`src/rtl/elevator_call_scheduler.sv`:
```
// rtl/elevator_call_scheduler.sv - SCAN call scheduler for a three-floor car
// Latches hall/car calls, sequences one-floor moves and times the door dwell.
module elevator_call_scheduler #(
  parameter int DOOR_CYCLES  = 4,
  parameter int MOVE_TIMEOUT = 64
) (
  input  logic       clk,
  input  logic       rst_n,
  input  logic       floor1_up,
  input  logic       floor2_down,
  input  logic       floor2_up,
  input  logic       floor3_down,
  input  logic       floor1_button,
  input  logic       floor2_button,
  input  logic       floor3_button,
  input  logic       move_done,
  output logic       move_req,
  output logic       move_up,
  output logic       floor_1_indi,
  output logic       floor_2_indi,
  output logic       floor_3_indi,
  output logic       door_open,
  output logic       dir_up,
  output logic [6:0] pending,
  output logic       fault
);

  localparam int DW = $clog2(DOOR_CYCLES + 1);
  localparam int TW = $clog2(MOVE_TIMEOUT + 1);
  localparam logic [DW-1:0] DOOR_LOAD = DW'(DOOR_CYCLES - 1);
  localparam logic [TW-1:0] TO_LAST   = TW'(MOVE_TIMEOUT - 1);

  // Call bit layout: {car3, car2, car1, dn3, dn2, up2, up1}
  localparam logic [6:0] M1   = 7'b0010001;
  localparam logic [6:0] M2   = 7'b0100110;
  localparam logic [6:0] M3   = 7'b1001000;
  localparam logic [6:0] UP2  = 7'b0000010;
  localparam logic [6:0] DN2  = 7'b0000100;
  localparam logic [6:0] CAR2 = 7'b0100000;

  typedef enum logic [2:0] {S_IDLE, S_MOVE, S_ARRIVE, S_DOOR, S_FAULT} state_t;

  state_t        state, state_n;
  logic [1:0]    floor, floor_n;
  logic [6:0]    pending_n, btn, p_set, s_fwd, s_rev, here_mask;
  logic          dir_n, move_up_n, above, below, flip_fwd, flip_rev;
  logic [DW-1:0] door_cnt, door_cnt_n;
  logic [TW-1:0] to_cnt, to_cnt_n;

  // Calls served by a stop at floor f heading in direction d; at floor 2 the
  // opposite hall call joins the set when nothing waits further along d.
  function automatic logic [6:0] serve_mask(input logic [1:0] f, input logic d,
                                            input logic beyond_up, input logic beyond_dn);
    logic [6:0] m;
    case (f)
      2'd1: m = M1;
      2'd3: m = M3;
      default: begin
        m = CAR2 | (d ? UP2 : DN2);
        if (d ? !beyond_up : !beyond_dn) m = m | (d ? DN2 : UP2);
      end
    endcase
    return m;
  endfunction

  assign btn   = {floor3_button, floor2_button, floor1_button,
                  floor3_down, floor2_down, floor2_up, floor1_up};
  assign p_set = pending | btn;

  always_comb begin
    here_mask = M3;
    above     = 1'b0;
    below     = |(pending & (M1 | M2));
    case (floor)
      2'd1: begin
        here_mask = M1;
        above     = |(pending & (M2 | M3));
        below     = 1'b0;
      end
      2'd2: begin
        here_mask = M2;
        above     = |(pending & M3);
        below     = |(pending & M1);
      end
      default: ;
    endcase
  end

  assign s_fwd    = serve_mask(floor, dir_up, above, below);
  assign s_rev    = serve_mask(floor, !dir_up, above, below);
  assign flip_fwd = |(s_fwd & p_set & (dir_up ? DN2 : UP2));
  assign flip_rev = |(s_rev & p_set & (dir_up ? UP2 : DN2));

  always_comb begin
    state_n    = state;
    floor_n    = floor;
    pending_n  = p_set;
    dir_n      = dir_up;
    move_up_n  = move_up;
    door_cnt_n = door_cnt;
    to_cnt_n   = to_cnt;
    case (state)
      S_IDLE: begin
        if (|(pending & here_mask)) begin
          state_n    = S_DOOR;
          door_cnt_n = DOOR_LOAD;
          // A call here that the current direction would not serve turns the car round.
          if (|(pending & s_fwd)) begin
            pending_n = p_set & ~s_fwd;
            dir_n     = dir_up ^ flip_fwd;
          end else begin
            pending_n = p_set & ~s_rev;
            dir_n     = !dir_up ^ flip_rev;
          end
        end else if ((dir_up && above) || (!dir_up && below) || above || below) begin
          state_n   = S_MOVE;
          to_cnt_n  = '0;
          dir_n     = (dir_up && above) || (!below && above);
          move_up_n = dir_n;
        end
      end
      S_MOVE: begin
        if (move_done) begin
          if ((floor == 2'd3 && move_up) || (floor == 2'd1 && !move_up)) begin
            state_n = S_FAULT;
          end else begin
            floor_n = move_up ? floor + 2'd1 : floor - 2'd1;
            state_n = S_ARRIVE;
          end
        end else if (to_cnt == TO_LAST) begin
          state_n = S_FAULT;
        end else begin
          to_cnt_n = to_cnt + TW'(1);
        end
      end
      S_ARRIVE: begin
        if (|(pending & s_fwd)) begin
          state_n    = S_DOOR;
          door_cnt_n = DOOR_LOAD;
          pending_n  = p_set & ~s_fwd;
          dir_n      = dir_up ^ flip_fwd;
        end else if (dir_up ? above : below) begin
          state_n   = S_MOVE;
          move_up_n = dir_up;
          to_cnt_n  = '0;
        end else begin
          state_n = S_IDLE;
        end
      end
      S_DOOR: begin
        // Presses for this stop are absorbed and hold the door for a full dwell.
        pending_n = p_set & ~s_fwd;
        dir_n     = dir_up ^ flip_fwd;
        if (|(btn & s_fwd)) begin
          door_cnt_n = DOOR_LOAD;
        end else if (door_cnt == '0) begin
          state_n = S_IDLE;
        end else begin
          door_cnt_n = door_cnt - DW'(1);
        end
      end
      S_FAULT: ;
      default: state_n = S_IDLE;
    endcase
  end

  always_ff @(posedge clk or negedge rst_n) begin
    if (!rst_n) begin
      state    <= S_IDLE;
      floor    <= 2'd1;
      pending  <= '0;
      dir_up   <= 1'b1;
      move_up  <= 1'b0;
      door_cnt <= '0;
      to_cnt   <= '0;
    end else begin
      state    <= state_n;
      floor    <= floor_n;
      pending  <= pending_n;
      dir_up   <= dir_n;
      move_up  <= move_up_n;
      door_cnt <= door_cnt_n;
      to_cnt   <= to_cnt_n;
    end
  end

  assign move_req     = (state == S_MOVE);
  assign door_open    = (state == S_DOOR);
  assign fault        = (state == S_FAULT);
  assign floor_1_indi = (floor == 2'd1);
  assign floor_2_indi = (floor == 2'd2);
  assign floor_3_indi = (floor == 2'd3);

endmodule

```
`config.mk`:
```
export PLATFORM = sky130hd
export DESIGN_NAME = elevator_call_scheduler
export DESIGN_NICKNAME = d
export VERILOG_FILES = /design/src/rtl/elevator_call_scheduler.sv
export SDC_FILE = /design/constraint.sdc
export NUM_CORES = 1
export LEC_CHECK = 0
export CORE_AREA = 3 3 79 81
export CTS_BUF_LIST = sky130_fd_sc_hd__clkbuf_8
export DETAILED_ROUTE_END_ITERATION = 10
export DIE_AREA = 0 0 82 84
export GPL_TIMING_DRIVEN = 1
export PLACE_DENSITY = 0.61
export SETUP_SLACK_MARGIN = 0.02
export SLEW_MARGIN = 20
export SYNTH_ARGS = -nofsm -noshare
export SYNTH_HDL_FRONTEND = slang
export SYNTH_SLANG_ARGS = --single-unit
```
`constraint.sdc`:
```
create_clock -name clk -period 3.25 [get_ports clk]
set_input_delay 0.65 -clock clk [delete_from_list [all_inputs] [get_ports clk]]
set_output_delay 0.65 -clock clk [all_outputs]
set_load 0.01 [all_outputs]
```
## Yosys cells after proc, flatten, opt, wreduce, memory -nomap -nowiden

Cells that the tools add are included.

| word-level totals | value |
|---|---|
| bits in registers | 24 |
| input bits | 10 |
| output and inout bits | 15 |
| word-level logic and storage cells | 132 |

| operators by class | value |
|---|---|
| add/sub/neg operators | 4 |
| equality and inequality tests | 21 |
| multiplexer cells | 48 |
| bitwise logic cells | 18 |
| reduce and logical (&&, ||, !) cells | 34 |

Operators by type and width:

| cell | count |
|---|---|
| 2-to-1 mux 7 bit | 11 |
| AND 7 bit | 7 |
| case mux 7 bit (2 select lines) | 3 |
| case mux 7 bit (3 select lines) | 2 |
| 2-to-1 mux 3 bit | 13 |
| OR reduction 7 bit | 5 |
| bitwise OR 7 bit | 3 |
| inequality test 2 bit, second input constant | 9 |
| case mux 3 bit (5 select lines) | 1 |
| AND 7 x 3 -> 7 bit | 2 |
| NOT 7 bit | 2 |
| 2-to-1 mux 1 bit | 11 |
| AND reduction 5 bit | 2 |
| OR reduction 5 bit | 2 |
| case mux 3 bit (3 select lines) | 1 |
| adder 7 x 1 -> 7 bit, second input constant | 1 |
| == test 7 x 6 -> 1 bit, second input constant | 1 |
| AND reduction 7 bit | 1 |
| == test 3 x 2 -> 1 bit, second input constant | 2 |
| zero test 3 bit | 2 |
| inequality test 3 bit, second input constant | 2 |
| case mux 1 bit (2 select lines) | 3 |
| AND reduction 3 bit | 2 |
| nonzero test 3 bit | 2 |
| other kinds (19) | 35 |

## Depth between registers and ports, before layout

Gate-level depths: netlist (run 1).

| depth | value |
|---|---|
| word-level depth | 13 |
| mapped depth | 10 |
| depth with buffers taken out | 8 |

## Worst setup path after synthesis (run 1)

OpenSTA, ideal clock, no wires.

| timing | value |
|---|---|
| path type | register to register |
| start | register floor[0] |
| end | register to_cnt[2] |
| arrival | 2203 ps |
| data required time | 3126 ps |
| slack | 923 ps |
| stages on the path, launching flop included | 10 |
| period minus slack after synthesis | 2327 ps |
| cells stage by stage | dfstp_2 -> inv_1 -> ha_1 -> buf_6 -> o21bai_4 -> o211ai_2 -> nand4_4 -> o21ai_2 -> nand2_1 -> a211o_1 |

| on the way | value |
|---|---|
| word-level cells in the longest chain between the ends | 10 |

Ends and longest elaborated chain:

| element | RTL line | text |
|---|---|---|
| start: declaration | 44 | `logic [1:0] floor, floor_n;` |
| start signal: assignment | 178 | `floor <= floor_n;` |
| == test 2 bit / == test 2 x 1 -> 1 bit (equally long branches) | 74, 55 |  |
| case mux 1 bit (2 select lines) | 74 | `case (floor)` |
| zero test 1 bit | 60 | `if (d ? !beyond_up : !beyond_dn) m = m \| (d ? DN2 : UP2);` |
| 2-to-1 mux 1 bit | 60 |  |
| 2-to-1 mux 7 bit | 60 |  |
| case mux 7 bit (2 select lines) | 55 | `case (f)` |
| AND 7 bit | 137 | `if (\|(pending & s_fwd)) begin` |
| OR reduction 7 bit | 137 |  |
| inequality test 2 bit (no source line) | - |  |
| AND reduction 7 bit (no source line) (*) | - |  |
| end signal: assignment | 183 | `to_cnt <= to_cnt_n;` |
| end: declaration | 48 | `logic [TW-1:0] to_cnt, to_cnt_n;` |

Mark *: on every way between the ends. The rest lies on a longest branch, timed or not.
A chain may end at the register's enable or synchronous reset.

## Final worst setup path (run 1)

| timing | value |
|---|---|
| start | register state[1] |
| end | output move_req |

| on the way | value |
|---|---|
| word-level cells in the longest chain between the ends | 1 |

Ends and longest elaborated chain:

| element | RTL line | text |
|---|---|---|
| start: declaration | 43 | `state_t state, state_n;` |
| start signal: assignment | 177 | `state <= state_n;` |
| == test 3 x 1 -> 1 bit | 187 | `assign move_req = (state == S_MOVE);` |
| end: declaration | 17 | `output logic move_req,` |

Every way passes these cells.

==> metrics.cfg, run 1 <==
[critical_path]
critPathBufInv = 2
cp_slowest_cell = clkdlybuf4s50_1
crit_fanout = 12
worstSetupEndpointType = output port
startpoint = state[1]
reg2regPathDepth = 8
startpoint_type = flop
cp_num_cells = 4
regToRegSetupSlack_ns = 0.62
crit_arrival_ns = 2.01
cp-endpoint = move_req
r2r_start = floor[0]
cp_data_required_time_ns = 2.60
r2r_end = pending[3]
cpPeakStageDelay_ns = 0.56
worstPathCellList = nor2b_1, nand2_1, inv_2, clkdlybuf4s50_1
path_delay_family = buffers and inverters
critPathKind = reg -> out

[min_path]
hold_path_class = reg -> reg

[timing]
relSlewSlack_pct = 71.1
finalSetupTns_ns = 0
slew_violations = 0
hold_violations = 0
setup_slack_ns = 0.588
holdWs_ns = 0.530
fin_crit_sh_pct = 81.9
worst_pin_slew_ns = 0.433
setup_viol = 0
rsz0062_at_grt = no
finClkSkew_ns = 0.00488
fmax_mhz = 376
min_period_ns = 2.66

[finish]
areaGrowthSynthToFinish_pct = 19.5
final_layout_size_suffix_gt1_share_pct = 13.8
multi_input_area_um2 = 1150
final_cell_count_no_fill = 290
fin_nets = 236
seqCellArea_um2 = 603
diodes = 0
num-fill-cells = 546

[grt]
first_global_vias = 1658
antenna_found_initial = 0
grt_use_total_pct = 14.7
grt_pass1_wl_mm = 8.12
grt-ovfl-total = 0
grt_max_degree = 25

[synthesis]
netlist.area_leader.share_pct = 29.9
synth_edf_count = 0
synth.avg_cell_area_um2 = 9.36
synth_nets = 214
ys_async_sr_fraction_pct = 100
ys_warn_count = 0
ys_top_cells_by_area = dfrtp_1 (30%), ha_1 (4.7%), dfstp_2 (2.8%)
synth.distinct_cells = 69
synth_common_cells = dfrtp_1 (22), nor2_1 (14), nand2_1 (13), nand3_1 (10), inv_1 (8)
synthCells = 197
synth_top_cell_by_area = dfrtp_1
yosysSeqAreaShare_pct = 32.7
ys.flop_type = dfrtp_1
netlist_area_um2 = 1840
ys_seq_elements = 24
synth.most_common_cell = dfrtp_1

[clock_tree]
postCtsHoldBufs = 0
cts.sinks = 24
cts_made_buffers = 3
post_cts_buffers = 0
root_buffer = clkbuf_8
clk_latency_ns = 0.27
cts_tree = done
clk_pin_slew_ns = 0.09
postCtsResizedCells = 0
cts_max_level = 1
clock_path_buffers = 2

[routing]
drc = 0
wl_mm = 4.65
vias = 1622
via_per_inst = 5.59
routedWlPerCell_um = 16.0
drtIter0Drc = 120
ant_nets = 0
firstDrtPassIters = 4

[die]
die_h_um = 84
io_pins = 25
die_w_um = 82
start_util_pct = 33.3
fp-row-count = 27
coreArea_um2 = 5540
die_area_um2 = 6890

[place]
gp_congestion = 0.925
place_ws_ns = 0.660
place_hpwl_mm = 3.55
placed_cells = 286
port-buffer-count = 24

[flow_run]
cap_violations = 0

[power_and_ir_drop]
power.leakage_nw = 0.860
peakVddDrop_mv = 0.368
finalPower_mw = 2.65
powerDensity_nw_per_um2 = 1200

[outcome]
status = finished, final reports clean

[layout make-up]
type / count / area share [%]
Timing Repair Buffer: 26 / 11.6
Clock inverter: 1 / 1.36
Tap cell: 72 / 4.09
Inverter: 9 / 1.53
Clock buffer: 3 / 1.87
Sequential cell: 24 / 27.4
Multi-Input combinational cell: 155 / 52.2
[metal layers]
metal	vias up	share of wire (%)	GRT usage, %
met3	6	3.9	2.59
met1	786	47	20.8
met2	38	47	22.3
met4	0	1.6	4.68
li1	792	-	-
met5	-	0	0
[how the worst min path moves through the flow]
stage                      from     endpoint  slack [ns]  depth (start not counted)
floorplan                 rst_n  door_cnt[0]        0.35                          0
global placement      to_cnt[0]    to_cnt[0]        0.49                          1
detailed placement  door_cnt[2]  door_cnt[2]        0.51                          1
CTS                   to_cnt[0]    to_cnt[0]        0.53                          1
global route        door_cnt[2]  door_cnt[2]        0.56                          1
finish                to_cnt[0]    to_cnt[0]        0.53                          1
[registers in the layout, summed over array words and instances (netlist names)]
signal    count
floor         2
dir_up        1
move_up       1
to_cnt        7
state         3
door_cnt      3
pending       7
[layout by cell type (no fill, tap or decap), types with 4 or more instances in the layout]
| cell type | n |
|---|---|
| o21ai_0 | 7 |
| o211ai_1 | 4 |
| dfrtp_1 | 22 |
| nor3_1 | 6 |
| inv_1 | 8 |
| nor2_1 | 14 |
| a21oi_1 | 7 |
| clkdlybuf4s50_1 | 24 |
| nand2_1 | 13 |
| nand3_1 | 10 |
| nand2b_1 | 4 |
| o21a_1 | 5 |
| ha_1 | 7 |
| nor2b_1 | 4 |
[stage by stage]
| step | utilization [%] | area, um^2 |
|---|---|---|
| finish | 39.8 | 2200 |
| global route | 39.8 | 2200 |
| floorplan | - | 1840 |
| detailed placement | 38.5 | 2130 |
| global placement | 38.5 | 2130 |
| CTS | 39.8 | 2200 |
[power breakdown]
part	switching [mW]	leakage (nW)	total, mW	internal (mW)
Sequential	0.188	0.288	0.603	0.415
Combinational	0.999	0.536	1.78	0.779
Clock	0.107	0.0357	0.272	0.165
[cell families (layout without fill, tap and decap cells)]
kind of cell    count (synthesis)  in the layout  synth area share (%)
compound gates                 71             71                  33.3
simple gates                   70             70                  20.7
flops                          24             24                  32.7
buf+inv                        18             39                  4.88
fa+ha+maj                       7              7                  4.75
mux                             4              4                  2.24
xor+xnor                        3              3                  1.42
No activity file was read; power rests on OpenSTA's default activity.
==> run 2, diff against run 1 <==
==> constraint.sdc (replaced) <==
create_clock -name clk -period 2.8 [get_ports clk]
set_input_delay 0.56 -clock clk [delete_from_list [all_inputs] [get_ports clk]]
set_output_delay 0.56 -clock clk [all_outputs]
set_load 0.01 [all_outputs]
==> run 2 against run 1 <==
  * Cell count did not move
  * Core utilization did not move
  * Global-route usage fell by 0.091 points
  * Critical path type is now reg -> reg
  * Sequential power rose by 16%
  * Wire length rose by 0.43%
  * Largest cell class unchanged
  * Clock power rose by 15%
  * Highest routed layer unchanged
==> metrics.cfg, run 2 (synthesis gave the netlist of run 1 again) <==
[clock_tree]
postCtsHoldBufs = 0
clock_path_buffers = 2
cts_max_level = 1
clk_latency_ns = 0.27
cts_made_buffers = 3
clk_pin_slew_ns = 0.09
post_cts_buffers = 0
root_buffer = clkbuf_8
postCtsResizedCells = 0
cts_tree = done
cts.sinks = 24

[place]
place_hpwl_mm = 3.55
gp_congestion = 0.867
port-buffer-count = 24
placed_cells = 286

[timing]
fmax_mhz = 380
finalSetupTns_ns = 0
hold_violations = 0
fin_crit_sh_pct = 94.0
worst_pin_slew_ns = 0.422
finClkSkew_ns = 0.00519
holdWs_ns = 0.507
min_period_ns = 2.63
slew_violations = 0
rsz0062_at_grt = no
relSlewSlack_pct = 71.8
setup_viol = 0

[flow_run]
cap_violations = 0

[min_path]
worstHoldStart = to_cnt[0]
hold_path_class = reg -> reg

[grt]
grt_pass1_wl_mm = 8.02
antenna_found_initial = 0
grt_use_total_pct = 14.6
first_global_vias = 1655
grt_max_degree = 25
grt-ovfl-total = 0

[critical_path]
cp_data_required_time_ns = 2.97
r2r_start = floor[0]
critPathKind = reg -> reg
worstSetupEndpointType = flop
crit_arrival_ns = 2.80
startpoint_type = flop
startpoint = floor[0]
crit_fanout = 9

[die]
io_pins = 25
die_area_um2 = 6890
die_w_um = 82
die_h_um = 84
fp-row-count = 27
coreArea_um2 = 5540
start_util_pct = 33.3

[finish]
areaGrowthSynthToFinish_pct = 19.5
diodes = 0
final_common_cell = clkdlybuf4s50_1
fin_nets = 236
largestRegisters = pending: 7 flops, to_cnt: 7 flops
final_layout_size_suffix_gt1_share_pct = 13.8
final_cell_count_no_fill = 290
num-fill-cells = 568
final_cell_mix = clkdlybuf4s50_1 (24), dfrtp_1 (22), nor2_1 (14), nand2_1 (13), nand3_1 (10)

[routing]
wl_mm = 4.67
ant_nets = 0
drc = 0
drtIter0Drc = 73
firstDrtPassIters = 4
vias = 1643
routedWlPerCell_um = 16.1
via_per_inst = 5.67

[outcome]
status = finished, final reports clean

[power_and_ir_drop]
power.leakage_nw = 0.860
powerDensity_nw_per_um2 = 1400
peakVddDrop_mv = 0.416

[run 2: cell counts in the layout (fill, tap and decap cells not counted)]
Identical to the previous run, type by type.
[run 2: where the power goes]
part,total [mW],internal [mW],leakage (nW),switching (mW)
clock,0.314,0.191,0.0357,0.122
combinational,2.07,0.904,0.536,1.16
sequential,0.697,0.481,0.288,0.216
[run 2: final cells by class]
cell class	instances	area, um^2	area share, %
Timing Repair Buffer	26	255	11.6
Clock inverter	1	30.0	1.36
Tap cell	72	90.1	4.09
Clock buffer	3	41.3	1.87
Inverter	9	33.8	1.53
Multi-Input combinational cell	155	1150	52.2
Sequential cell	24	603	27.4
[run 2: worst paths after layout]
| kind | to | slack [ns] | cells after the start |
|---|---|---|---|
| setup reg to reg | pending[6] | 0.17 | 8 |
| setup / recovery | pending[6] | 0.17 | 8 |
| min in group asynchronous | pending[1] | 0.65 | 2 |
| hold / removal | to_cnt[0] | 0.51 | 1 |
| max in group asynchronous | floor[0] | 1.85 | 2 |
| hold reg to reg | to_cnt[0] | 0.51 | 1 |
[run 2: per-stage QoR]
step / instance area [um^2] / setup slack, ns / utilization (%) / power [mW]
final: 2200 / 0.167 / 39.8 / 3.08
after global routing: 2200 / 0.0480 / 39.8 / 3.34
after CTS: 2200 / 0.188 / 39.8 / 3.09
after detailed placement: 2130 / 0.202 / 38.5 / 2.76
after global placement: 2130 / 0.240 / 38.5 / 2.76
after floorplan: 1840 / 0.473 / - / 2.25
[run 2: routing by layer]
layer | part of all wire, % | vias up | GRT usage (%) | routed length [um]
met5 | 0 | - | 0 | 0
met4 | 1.8 | 0 | 4.83 | 86
met3 | 5.1 | 10 | 2.59 | 237
met2 | 47 | 51 | 22.9 | 2180
met1 | 46 | 795 | 19.9 | 2170
li1 | - | 787 | - | -
[run 2: worst max-delay path, cell delays in order (launching register included)]
cell and delay [ns]:
dfstp_2 0.56, inv_1 0.09, ha_1 0.51, o21ai_0 0.25, and3_1 0.27, nor3_2 0.27, o311ai_4 0.18, or2_1 0.28
o21a_1 0.11
